<file path="src/rtl/spi_calc_sequencer.sv">
// Sequencer for the SPI calculator: handshake, operand/opcode capture, ALU launch and reply.
// Define SPI_SEQ_CHECKSUM_EN to require an XOR checksum byte after the opcode.
module spi_calc_sequencer #(
    parameter logic [7:0]  HS_BYTE  = 8'hAA,
    parameter logic [7:0]  ACK_BYTE = 8'hBB,
    parameter logic [7:0]  NAK_BYTE = 8'hEE,
    parameter int unsigned ALU_LAT  = 1,
    parameter int unsigned TIMEOUT  = 1000
) (
    input  logic       clk,
    input  logic       rst,
    input  logic       CS,
    input  logic       rx_valid,
    input  logic [7:0] rx_byte,
    output logic [7:0] tx_byte,
    output logic       tx_load,
    output logic [3:0] num1,
    output logic [3:0] num2,
    output logic [1:0] operacion,
    output logic       alu_start,
    input  logic [3:0] resultado,
    output logic       LED_handshake,
    output logic       busy,
    output logic       err
);
    // One counter serves the inter-byte timeout, the ALU wait and the two SEND phases.
    localparam int unsigned CntMax = (TIMEOUT > 16) ? TIMEOUT : 16;
    localparam int unsigned CntW   = $clog2(CntMax);

    typedef enum logic [2:0] {
        StIdle, StWaitHs, StGetN1, StGetN2, StGetOp, StGetCk, StExec, StSend
    } state_e;

    state_e            state_q, state_d;
    logic [CntW-1:0]   cnt_q, cnt_d;
    logic [7:0]        tx_byte_q, tx_byte_d;
    logic              tx_load_q, tx_load_d;
    logic [3:0]        num1_q, num1_d, num2_q, num2_d;
    logic [1:0]        op_q, op_d;
    logic              alu_start_q, alu_start_d;
    logic              led_q, led_d;
    logic              err_q, err_d;
    logic              accept, in_get, timed_out;
    logic              get_byte, abort, nak;

    assign accept    = rx_valid && !CS;
    assign in_get    = state_q inside {StGetN1, StGetN2, StGetOp, StGetCk};
    assign timed_out = (cnt_q == CntW'(TIMEOUT - 1));

    always_comb begin
        state_d     = state_q;
        cnt_d       = cnt_q;
        tx_byte_d   = tx_byte_q;
        tx_load_d   = 1'b0;
        num1_d      = num1_q;
        num2_d      = num2_q;
        op_d        = op_q;
        alu_start_d = 1'b0;
        led_d       = led_q;
        err_d       = err_q;
        get_byte    = 1'b0;
        abort       = 1'b0;
        nak         = 1'b0;

        // Inside a transaction: CS drop beats timeout, timeout beats an incoming byte.
        if (in_get) begin
            if (CS) begin
                abort = 1'b1;
            end else if (timed_out) begin
                nak = 1'b1;
            end else if (accept) begin
                get_byte = 1'b1;
                cnt_d    = '0;
            end else begin
                cnt_d = cnt_q + CntW'(1);
            end
        end

        unique case (state_q)
            StIdle: begin
                if (!CS) state_d = StWaitHs;
            end
            StWaitHs: begin
                if (CS) begin
                    state_d = StIdle;
                end else if (accept && rx_byte == HS_BYTE) begin
                    state_d   = StGetN1;
                    err_d     = 1'b0;
                    led_d     = 1'b1;
                    tx_byte_d = ACK_BYTE;
                    tx_load_d = 1'b1;
                    cnt_d     = '0;
                end
            end
            StGetN1: begin
                if (get_byte) begin
                    if (|rx_byte[7:4]) begin
                        nak = 1'b1;
                    end else begin
                        num1_d  = rx_byte[3:0];
                        state_d = StGetN2;
                    end
                end
            end
            StGetN2: begin
                if (get_byte) begin
                    if (|rx_byte[7:4]) begin
                        nak = 1'b1;
                    end else begin
                        num2_d  = rx_byte[3:0];
                        state_d = StGetOp;
                    end
                end
            end
            StGetOp: begin
                if (get_byte) begin
                    if (|rx_byte[7:2]) begin
                        nak = 1'b1;
                    end else begin
                        op_d = rx_byte[1:0];
`ifdef SPI_SEQ_CHECKSUM_EN
                        state_d = StGetCk;
`else
                        state_d     = StExec;
                        alu_start_d = 1'b1;
                        cnt_d       = '0;
`endif
                    end
                end
            end
`ifdef SPI_SEQ_CHECKSUM_EN
            StGetCk: begin
                if (get_byte) begin
                    if (rx_byte == ({4'h0, num1_q} ^ {4'h0, num2_q} ^ {6'h0, op_q})) begin
                        state_d     = StExec;
                        alu_start_d = 1'b1;
                        cnt_d       = '0;
                    end else begin
                        nak = 1'b1;
                    end
                end
            end
`endif
            StExec: begin
                if (cnt_q == CntW'(ALU_LAT - 1)) begin
                    state_d = StSend;
                    cnt_d   = '0;
                end else begin
                    cnt_d = cnt_q + CntW'(1);
                end
            end
            StSend: begin
                // First cycle captures the result; second keeps busy high while tx_load shows.
                if (cnt_q == '0) begin
                    tx_byte_d = {4'h0, resultado};
                    tx_load_d = 1'b1;
                    cnt_d     = CntW'(1);
                end else begin
                    state_d = StIdle;
                    led_d   = 1'b0;
                    cnt_d   = '0;
                end
            end
            default: state_d = StIdle;
        endcase

        if (abort || nak) begin
            state_d = StIdle;
            err_d   = 1'b1;
            led_d   = 1'b0;
            cnt_d   = '0;
        end
        if (nak) begin
            tx_byte_d = NAK_BYTE;
            tx_load_d = 1'b1;
        end
    end

    always_ff @(posedge clk) begin
        if (rst) begin
            state_q     <= StIdle;
            cnt_q       <= '0;
            tx_byte_q   <= 8'h00;
            tx_load_q   <= 1'b0;
            num1_q      <= 4'h0;
            num2_q      <= 4'h0;
            op_q        <= 2'h0;
            alu_start_q <= 1'b0;
            led_q       <= 1'b0;
            err_q       <= 1'b0;
        end else begin
            state_q     <= state_d;
            cnt_q       <= cnt_d;
            tx_byte_q   <= tx_byte_d;
            tx_load_q   <= tx_load_d;
            num1_q      <= num1_d;
            num2_q      <= num2_d;
            op_q        <= op_d;
            alu_start_q <= alu_start_d;
            led_q       <= led_d;
            err_q       <= err_d;
        end
    end

    assign tx_byte       = tx_byte_q;
    assign tx_load       = tx_load_q;
    assign num1          = num1_q;
    assign num2          = num2_q;
    assign operacion     = op_q;
    assign alu_start     = alu_start_q;
    assign LED_handshake = led_q;
    assign busy          = (state_q != StIdle);
    assign err           = err_q;

endmodule

</file>
<file path="config.mk">
export PLATFORM = sky130hd
export DESIGN_NAME = spi_calc_sequencer
export DESIGN_NICKNAME = d
export VERILOG_FILES = /design/src/rtl/spi_calc_sequencer.sv
export SDC_FILE = /design/constraint.sdc
export NUM_CORES = 1
export LEC_CHECK = 0
export ABC_AREA = 0
export BUFFER_PORTS_ARGS = -buffer_cell sky130_fd_sc_hd__buf_2
export CAP_MARGIN = 5
export CORE_MARGIN = 2
export CORE_UTILIZATION = 30
export DETAILED_ROUTE_END_ITERATION = 12
export PLACE_DENSITY_LB_ADDON = 0.2
export SLEW_MARGIN = 20
export SYNTH_ARGS = -nofsm -noshare
export SYNTH_HDL_FRONTEND = slang
export SYNTH_SLANG_ARGS = --single-unit
</file>
<file path="constraint.sdc">
create_clock -name clk -period 6.97 [get_ports clk]
set_clock_uncertainty 0.2 [all_clocks]
set_input_delay 2.091 -clock clk [delete_from_list [all_inputs] [get_ports clk]]
set_output_delay 2.091 -clock clk [all_outputs]
set_load 0.02 [all_outputs]
</file>
; ---- Yosys cells after proc, flatten, opt, wreduce, memory -nomap -nowiden
; Index checks and enable logic that the tools add are counted.
[totals]
ff_bits = 35
in_bits = 16
output_inout_bits = 23
elab_cells = 124
[op_classes]
addsub = 1
n_eq_ne = 26
n_mux = 56
n_bitwise = 4
reduce_logical = 26
[op_table]
columns = cell, n
row1 = $mux W10, 9
row2 = $pmux W10 S4, 1
row3 = $mux W3, 11
row4 = $mux W8, 4
row5 = $mux W1, 26
row6 = $ne A2 B2 Y1 const B, 12
row7 = $pmux W3 S7, 1
row8 = $pmux W8 S2, 1
row9 = $eq A3 B3 Y1 const B, 4
row10 = $ne A3 B3 Y1 const B, 4
row11 = $reduce_and A3 Y1, 4
row12 = $reduce_and A4 Y1, 3
row13 = $add A10 B1 Y10 const B, 1
row14 = $eq A10 B10 Y1 const B, 1
row15 = $logic_not A10 Y1, 1
row16 = $reduce_and A10 Y1, 1
row17 = $eq A8 B8 Y1 const B, 1
row18 = $eq A3 B2 Y1 const B, 2
row19 = $pmux W1 S2, 3
row20 = $reduce_bool A2 Y1, 3
row21 = $reduce_bool A3 Y1, 2
row22 = $reduce_or A2 Y1, 3
row23 = $reduce_or A6 Y1, 1
row24 = $not A1 Y1, 4
row25 = 9 further kinds, 10

; ---- Logic depth before layout (Yosys ltp)
; Gate-level depths: netlist of run 1.
[logic_depth]
ltp_word = 11
ltp_mapped = 9
mapped_depth_nobuf = 8

; ---- Worst setup path after synthesis of run 1
; Ideal clock, no wire load.
[synth_timing]
path_type = in2reg
startpoint = input port rx_byte[5]
endpoint = register cnt_q[8]
setup_time_ns = 0.074
arrival_ns = 3.794
required_time_ns = 6.696
path_slack_ns = 2.902
path_stages = 6
n_path_buf = 1
path_cell_list = or4_4 -> or3_4 -> a22o_4 -> a211o_1 -> buf_6 -> a31oi_1
[synth_between]
elab_chain_len = 6
word_cells_on_any_way = 16
classes_between = 1 x eq/ne / 10 x mux / 5 x reduce/logical
[synth_lines]
columns = item, line
row1 = "start, declared", 14  ; input logic [7:0] rx_byte,
row2 = $reduce_or A6 Y1 / $reduce_or A4 Y1 (equally long branches), "117, 97, 107"
row3 = "$mux W1, on equally long branches", "117, 97, 107"
row4 = "$mux W1, on equally long branches", "116, 96"
row5 = $pmux W1 S2, 79  ; unique case (state_q)
row6 = $logic_or A1 B1 Y1, 167  ; if (abort || nak) begin
row7 = $reduce_or A2 Y1 (no line), --
row8 = "end signal, assigned", 193  ; cnt_q <= cnt_d;
row9 = "end, declared", 35  ; logic [CntW-1:0] cnt_q, cnt_d;
; Several ways; a longest one is shown, not always the timed one.
; A chain may end at the register's enable or synchronous reset.

; ---- Worst setup path after layout of run 1
[layout_timing]
startpoint = input port rx_byte[5]
endpoint = register cnt_q[9]
; Same word-level chain as after synthesis.

==> results of run 1 <==
==> power by group <==
part | internal, mW | switching (mW)
Clock | 0.0795 | 0.0782
Sequential | 0.206 | 0.0261
Combinational | 0.0691 | 0.110
Total | 0.355 | 0.214
==> logic make-up after synthesis <==
group	synth area share, %
fa+ha+maj	3.22
buf+inv	4.31
xor+xnor	3.15
mux	6.82
simple gates	27.6
compound gates	19.9
flops	35.0
==> Yosys cell counts (2+ instances only) <==
library cell	instances	area share (%)
a31oi_1	4	1.3
o221ai_1	3	1.4
ha_1	5	3.2
clkbuf_1	7	1.4
xor2_1	4	1.8
nor3_1	11	2.8
o211ai_1	2	0.77
o21a_1	3	1.2
nand2b_1	6	1.9
inv_1	9	1.7
dfxtp_1	34	35
xnor2_1	3	1.4
a22oi_1	2	0.77
a211o_1	2	0.90
o21ai_1	3	0.77
nand2_1	25	4.8
a21oi_1	14	3.6
a41oi_1	2	0.90
and2_1	2	0.64
nor2b_1	3	0.96
mux2_2	2	1.2
o21ai_0	8	2.1
nor4_1	3	0.96
nand3_1	13	3.3
mux2i_1	11	5.7
nor2_1	27	5.2
o31ai_1	2	0.77
nand4_1	4	1.3
or2_2	2	0.64
==> routing by layer <==
layer,vias up,part of all wire (%),track usage (%),wire [µm]
li1,931,-,-,-
met2,31,44,20.8,2170
met4,0,1.6,5.63,78
met3,8,3.1,2.75,154
met5,-,0,0,0
met1,831,51,20.9,2550
==> worst paths after layout <==
kind,cells past startpoint,endpoint,from
worst max register to register,8,cnt_q[1]$_SDFF_PP0_,state_q[2]$_SDFFE_PP0P_
worst min-delay path,2,tx_byte[6]$_SDFFE_PP0P_,tx_byte[6]$_SDFFE_PP0P_
worst max-delay path,6,cnt_q[9]$_SDFF_PP0_,rx_byte[5]
worst min register to register,2,tx_byte[6]$_SDFFE_PP0P_,tx_byte[6]$_SDFFE_PP0P_
==> critical path, delay by kind of cell <==
family          cells  cell delay [ns]
buf+inv             1             0.11
compound gates      3             0.96
simple gates        2             0.92
==> cell type report <==
class | count | share of cell area (%)
Clock buffer | 6 | 3.63
Clock inverter | 2 | 0.549
Inverter | 9 | 1.48
Multi-Input combinational cell | 187 | 51.9
Sequential cell | 34 | 29.9
Tap cell | 77 | 4.23
Timing Repair Buffer | 38 | 8.35
==> stage by stage <==
stage / util (%) / setup slack (ns) / hold slack [ns] / instance area, µm² / instances
3_5_place_dp: 34.6 / 2.59 / 0.252 / 2180 / 345
4_1_cts: 36.1 / 2.91 / 0.262 / 2280 / 353
5_1_grt: 36.1 / 2.79 / 0.296 / 2280 / 353
6_report: 36.1 / 2.91 / 0.258 / 2280 / 353
3_3_place_gp: 34.6 / 2.58 / 0.251 / 2180 / 345
2_1_floorplan: - / 2.90 / 0.281 / 1950 / 240
==> registers in the layout (all words and copies together) (netlist names) <==
register / count
cnt_q: 10
tx_byte: 7
num1: 4
num2: 4
state_q: 3
operacion: 2
LED_handshake: 1
alu_start: 1
err: 1
tx_load: 1
==> impl_metrics.csv, run 1 <==
group,metric,value,unit
die,start_util,30.8,%
grt,grt_pass1_vias,1683,
timing,slew_headroom,30.8,%
clock_tree,postCtsHoldBufs,0,
layout,areaGrowthSynthToFinish,17.0,%
clock_tree,insertion_delay,0.29,ns
clock_tree,cts-root-buf,"clkbuf_8",
detailed_routing,detail_route.wl_per_cell,14.0,µm
detailed_routing,wl,4950,µm
detailed_routing,firstDrtPassIters,4,
layout,layout_common_cells,"buf_2 (38), dfxtp_1 (34), nor2_1 (27), nand2_1 (25), a21oi_1 (14)",
yosys,syn_area,1950,µm²
timing,finalCritPeriodShare,58.3,%
setup_path,path_class,"input port to flip-flop",
yosys,synthFlopType,"dfxtp_1",
yosys,syn_nets,261,
clock_tree,clock_path_buffers,2,
layout,n_antenna_cell,0,
die,core_area,6310,µm²
timing,fin_crit,4.06,ns
pwr,power_density,250,nW/µm²
clock_tree,cts-htree-levels,2,
detailed_routing,viasPerCell,5.10,
yosys,ys_async_sr_fraction,0,%
setup_path,cp_slowest_cell,"or4_4",
clock_tree,clock-sinks,34,
detailed_routing,drc_errors,0,
grt,overflow,0,
layout,register_area,681,µm²
timing,tightest_slew,1.03,ns
timing,rsz0062_at_grt,"no",
pwr,vdd_drop_max,0.000113,V
run,drv_cap,0,
timing,drv_slew,0,
place,place_congestion,0.834,
timing,hold_viol,0,
setup_path,start_kind,"input port",
setup_path,reg2reg_slack,3.99,ns
yosys,ys_ff_latch,34,
setup_path,endpoint_kind,"flip-flop",
pwr,p_total,0.569,mW
timing,fmax,246,MHz
yosys,synth_cell_types,53,
timing,setup_violations,0,
setup_path,worstPathMaxFanout,11,
detailed_routing,route.vias.total,1801,
layout,final_common_cell,"buf_2",
die,dieArea,7150,µm²
clock_tree,cts_tree,"done",
grt,antenna_found_initial,0,
layout,drive_above_1_share,21.0,%
timing,fin_setup_tns,0,ns
clock_tree,clk_pin_slew,0.07,ns
die,fp.dieW,84.5,µm
layout,nNetsFinal,296,
die,die_h,84.5,µm
die,io_pins,39,
detailed_routing,ant_nets,0,
setup_path,required,6.99,ns
setup_path,slowest_delay,0.55,ns
die,num_rows,29,
clock_tree,post-cts-setup-buffers,0,
grt,grt_max_degree,22,
layout,multi_input_area,1180,µm²
hold_path,min-delay-path-class,"flip-flop to flip-flop",
clock_tree,cts-buffers-inserted,5,
layout,nFillCells,692,
yosys,netlist_instances,240,
pwr,cellLeakagePower,0.991,nW
yosys,synth_edf_count,0,
setup_path,crit_chain,"buf_2 -> or4_4 -> or3_4 -> a22o_4 -> a211o_1 -> a31oi_1",
clock_tree,post_cts_resized,0,
place,port_buffers,38,
yosys,postSynthAreaPerCell,8.11,µm²
setup_path,cp.arrival,4.08,ns
run_status,status,"finished, final reports clean",
detailed_routing,drt_iter0_drc,112,
yosys,seq_area_frac_synth,35.0,%
place,place_hpwl,3670,µm
grt,grt_pass1_wl,8360,µm
yosys,synth_warnings,0,
grt,grt.total_usage,14.3,%
Power figures use the tool's default switching activity.
==> run 2, diff against run 1 <==
==> constraint.sdc (replaced) <==
create_clock -name clk -period 4.1 [get_ports clk]
set_clock_uncertainty 0.2 [all_clocks]
set_input_delay 1.23 -clock clk [delete_from_list [all_inputs] [get_ports clk]]
set_output_delay 1.23 -clock clk [all_outputs]
set_load 0.02 [all_outputs]
==> run 2 against run 1 <==
- clock-buffer cell count stayed put
- first-iteration DRC count is 1.8% lower
- worst hold slack better by 0.0050 ns
- cell count did not move
- critical path depth unchanged
- non-clock buffer count unchanged
- via count is 0.94% higher
- highest routed layer unchanged
==> impl_metrics.csv, run 2 (synthesis results as in run 1) <==
group,metric,value,unit
timing,fin_crit,3.21,ns
timing,rsz0062_at_grt,"no",
pwr,cellLeakagePower,0.991,nW
detailed_routing,route.vias.total,1818,
setup_path,endpoint_kind,"flip-flop",
pwr,power_density,424,nW/µm²
setup_path,rr_startpoint,"state_q[2]$_SDFFE_PP0P_",
pwr,vdd_drop_max,0.000209,V
setup_path,start_kind,"input port",
grt,grt_pass1_vias,1688,
layout,n_antenna_cell,0,
clock_tree,clock-sinks,34,
die,num_rows,29,
layout,fin_cells,353,
die,io_pins,39,
die,start_util,30.8,%
grt,overflow,0,
layout,nNetsFinal,296,
die,die_h,84.5,µm
grt,grt_max_degree,22,
setup_path,crit_end,"cnt_q[9]$_SDFF_PP0_",
setup_path,required,4.11,ns
clock_tree,clock_path_buffers,2,
detailed_routing,ant_nets,0,
detailed_routing,drt_iter0_drc,110,
timing,fin_ws,0.889,ns
pwr,p_total,0.966,mW
setup_path,reg2reg_slack,1.08,ns
setup_path,r2r_cells,8,
detailed_routing,drc_errors,0,
timing,setup_violations,0,
detailed_routing,firstDrtPassIters,4,
grt,grt_pass1_wl,8350,µm
detailed_routing,detail_route.wl_per_cell,14.0,µm
timing,fmax,311,MHz
timing,fin_setup_tns,0,ns
clock_tree,clk_pin_slew,0.07,ns
layout,final_common_cell,"buf_2",
setup_path,cp.arrival,3.22,ns
clock_tree,insertion_delay,0.29,ns
clock_tree,cts-root-buf,"clkbuf_8",
timing,finalCritPeriodShare,78.3,%
place,port_buffers,38,
grt,grt.total_usage,14.3,%
place,place_inst,345,
timing,tightest_slew,1.04,ns
layout,largest-register,"cnt_q",
die,dieArea,7150,µm²
die,core_area,6310,µm²
timing,hold_viol,0,
detailed_routing,wl,4940,µm
layout,largest_reg_flops,10,
clock_tree,cts-buffers-inserted,5,
place,place_hpwl,3650,µm
clock_tree,post-cts-setup-buffers,0,
layout,areaGrowthSynthToFinish,17.0,%
setup_path,worstPathMaxFanout,11,
die,fp.dieW,84.5,µm
timing,drv_slew,0,
hold_path,min-delay-path-class,"flip-flop to flip-flop",
layout,layout_common_cells,"buf_2 (38), dfxtp_1 (34), nor2_1 (27), nand2_1 (25), a21oi_1 (14)",
clock_tree,cts-htree-levels,2,
setup_path,reg2reg_to,"cnt_q[5]$_SDFF_PP0_",
run_status,status,"finished, final reports clean",
detailed_routing,viasPerCell,5.15,
clock_tree,cts_tree,"done",
timing,slew_headroom,30.1,%
run,drv_cap,0,
setup_path,path_class,"input port to flip-flop",
place,place_ws,0.587,ns
grt,antenna_found_initial,0,
clock_tree,post_cts_resized,0,
layout,drive_above_1_share,21.0,%
place,place_congestion,0.833,
clock_tree,postCtsHoldBufs,0,
setup_path,startpoint,"rx_byte[5]",
==> run 2: final cells by class <==
cell class	count	area [µm²]
fillers	700	4040
repair buffers	38	190
multi-input cells	187	1180
well taps	77	96.3
inverters	9	33.8
clock inverters	2	12.5
clock buffers	6	82.6
flip-flops and latches	34	681
==> run 2: critical path, cell delays in order <==
cell	delay (ns)
buf_2	0.11
or4_4	0.55
or3_4	0.37
a22o_4	0.26
a211o_1	0.47
a31oi_1	0.23
==> run 2: metal layers <==
metal	part of all wire (%)	wire (µm)	track usage [%]
met3	3.9	192	2.95
met4	1.2	59	5.05
met5	0	0	0
met1	51	2530	20.9
met2	44	2160	21.0
==> run 2: worst min path at each step <==
stage	cells past startpoint	endpoint	startpoint
2_1_floorplan	2	cnt_q[4]$_SDFF_PP0_	cnt_q[4]$_SDFF_PP0_
3_3_place_gp	2	tx_byte[6]$_SDFFE_PP0P_	tx_byte[6]$_SDFFE_PP0P_
3_5_place_dp	2	tx_byte[4]$_SDFFE_PP0P_	tx_byte[4]$_SDFFE_PP0P_
4_1_cts	2	tx_byte[4]$_SDFFE_PP0P_	tx_byte[4]$_SDFFE_PP0P_
5_1_grt	2	tx_byte[4]$_SDFFE_PP0P_	tx_byte[4]$_SDFFE_PP0P_
6_report	2	tx_byte[4]$_SDFFE_PP0P_	tx_byte[4]$_SDFFE_PP0P_
==> run 2: per-stage QoR <==
stage          util, %  hold slack (ns)  cell area, µm²
6_report          36.1            0.263            2280
2_1_floorplan        -            0.281            1950
3_3_place_gp      34.6            0.251            2180
5_1_grt           36.1            0.290            2280
3_5_place_dp      34.6            0.252            2180
4_1_cts           36.1            0.262            2280
==> run 2: power by group <==
| group | switching (mW) | internal, mW | leakage [nW] |
|---|---|---|---|
| logic | 0.187 | 0.117 | 0.669 |
| clock network | 0.133 | 0.135 | 0.0472 |
| registers | 0.0425 | 0.350 | 0.274 |
| total | 0.363 | 0.603 | 0.991 |
==> run 3, diff against run 2 <==
==> constraint.sdc (replaced) <==
create_clock -name clk -period 3 [get_ports clk]
set_clock_uncertainty 0.2 [all_clocks]
set_input_delay 0.9 -clock clk [delete_from_list [all_inputs] [get_ports clk]]
set_output_delay 0.9 -clock clk [all_outputs]
set_load 0.02 [all_outputs]
==> run 3 against run 2 <==
- critical path depth did not move
- global-route usage rose by 0.22 points
- utilization rose by 2.6 points
- clock power rose by 63%
- die area did not move
- setup slack got worse by 0.70 ns
- register-to-register slack got worse by 0.75 ns
- critical endpoint is now cnt_q[8]$_SDFF_PP0_
- largest cell class unchanged
==> impl_metrics.csv, run 3 (synthesis results as in run 1) <==
group,metric,value,unit
place,place_inst,364,
setup_path,path_class,"input port to flip-flop",
pwr,vdd_drop_max,0.000318,V
timing,rsz0062_at_grt,"no",
clock_tree,cts_tree,"done",
place,place_hpwl,3810,µm
clock_tree,cts-htree-levels,2,
die,fp.dieW,84.5,µm
layout,layout_common_cells,"buf_2 (38), dfxtp_1 (34), nor2_1 (27), nand2_1 (25), buf_4 (19)",
timing,fin_crit,2.81,ns
die,core_area,6310,µm²
run_status,status,"finished, final reports clean",
layout,final_common_cell,"buf_2",
die,start_util,30.8,%
layout,n_antenna_cell,0,
pwr,cellLeakagePower,1.08,nW
clock_tree,postCtsHoldBufs,0,
die,dieArea,7150,µm²
setup_path,required,3.03,ns
run,drv_cap,0,
grt,overflow,0,
timing,fin_ws,0.186,ns
clock_tree,post-cts-setup-buffers,0,
timing,setup_violations,0,
setup_path,cp_slowest_cell,"or4_4",
timing,fmax,355,MHz
place,port_buffers,38,
pwr,power_density,597,nW/µm²
timing,hold_slack,0.255,ns
clock_tree,post_cts_resized,0,
layout,largest-register,"cnt_q",
grt,grt_pass1_vias,1715,
detailed_routing,wl,5020,µm
detailed_routing,firstDrtPassIters,4,
detailed_routing,viasPerCell,5.09,
layout,nNetsFinal,315,
hold_path,min-delay-path-class,"flip-flop to flip-flop",
grt,grt_max_degree,22,
place,place_ws,-0.118,ns
die,num_rows,29,
timing,hold_viol,0,
clock_tree,clk_pin_slew,0.08,ns
die,die_h,84.5,µm
clock_tree,cts-root-buf,"clkbuf_8",
place,place_congestion,0.832,
die,io_pins,39,
setup_path,start_kind,"input port",
timing,tightest_slew,0.656,ns
layout,nFillCells,672,
setup_path,slowest_delay,0.53,ns
setup_path,cp.arrival,2.84,ns
grt,grt.total_usage,14.6,%
layout,drive_above_1_share,26.1,%
layout,areaGrowthSynthToFinish,25.3,%
detailed_routing,drc_errors,0,
detailed_routing,ant_nets,0,
layout,fin_cells,372,
detailed_routing,drt_iter0_drc,111,
grt,grt_pass1_wl,8510,µm
clock_tree,insertion_delay,0.30,ns
timing,finalCritPeriodShare,93.8,%
grt,antenna_found_initial,0,
detailed_routing,detail_route.wl_per_cell,13.5,µm
setup_path,crit_chain,"buf_2 -> or4_4 -> or3_4 -> a22o_4 -> a211o_1 -> a31oi_1",
clock_tree,clock-sinks,34,
setup_path,endpoint_kind,"flip-flop",
setup_path,worstPathMaxFanout,11,
timing,fin_setup_tns,0,ns
clock_tree,clock_path_buffers,2,
timing,drv_slew,0,
detailed_routing,route.vias.total,1895,
layout,largest_reg_flops,10,
timing,slew_headroom,56.0,%
clock_tree,cts-buffers-inserted,5,
-- run 3: area by class of cell --
class                   count  area [µm²]  share of cell area, %
multi-input cells         187        1180                   48.4
flip-flops and latches     34         681                   27.9
repair buffers             57         333                   13.6
well taps                  77        96.3                   3.95
clock buffers               5        68.8                   2.82
clock inverters             3        45.0                   1.85
inverters                   9        33.8                   1.39
-- run 3: per-stage QoR --
step	total power, mW	utilization [%]	instance area (µm²)
after floorplan	0.855	-	1950
after global placement	1.03	36.8	2320
after detailed placement	1.02	36.8	2320
after CTS	1.46	38.6	2440
after global routing	1.54	38.6	2440
final	1.46	38.6	2440
-- run 3: per-layer routing --
metal	vias to the layer above	global-route usage (%)	routed length, µm
met3	6	2.65	175
met4	0	4.76	81
met2	39	22.8	2260
met5	-	0	0
met1	876	20.2	2500
li1	974	-	-
-- run 3: worst paths after layout --
check | startpoint | endpoint | slack [ns] | cells past startpoint
setup / recovery | rx_byte[5] | cnt_q[8]$_SDFF_PP0_ | 0.19 | 6
hold / removal | tx_byte[6]$_SDFFE_PP0P_ | tx_byte[6]$_SDFFE_PP0P_ | 0.26 | 2
setup reg to reg | cnt_q[0]$_SDFF_PP0_ | cnt_q[8]$_SDFF_PP0_ | 0.33 | 6
hold reg to reg | tx_byte[6]$_SDFFE_PP0P_ | tx_byte[6]$_SDFFE_PP0P_ | 0.26 | 2
-- run 3: power breakdown --
group          leakage (nW)  switching [mW]  internal [mW]
Combinational         0.758           0.283          0.213
Clock                0.0504           0.191          0.247
Sequential            0.274          0.0425          0.478
Total                  1.08           0.517          0.939
-- run 3: critical path, delay by kind of cell --
family | cells | cell delay, ns
AO/OA/AOI/OAI | 3 | 0.95
AND/OR/NAND/NOR | 2 | 0.90
buffers and inverters | 1 | 0.10
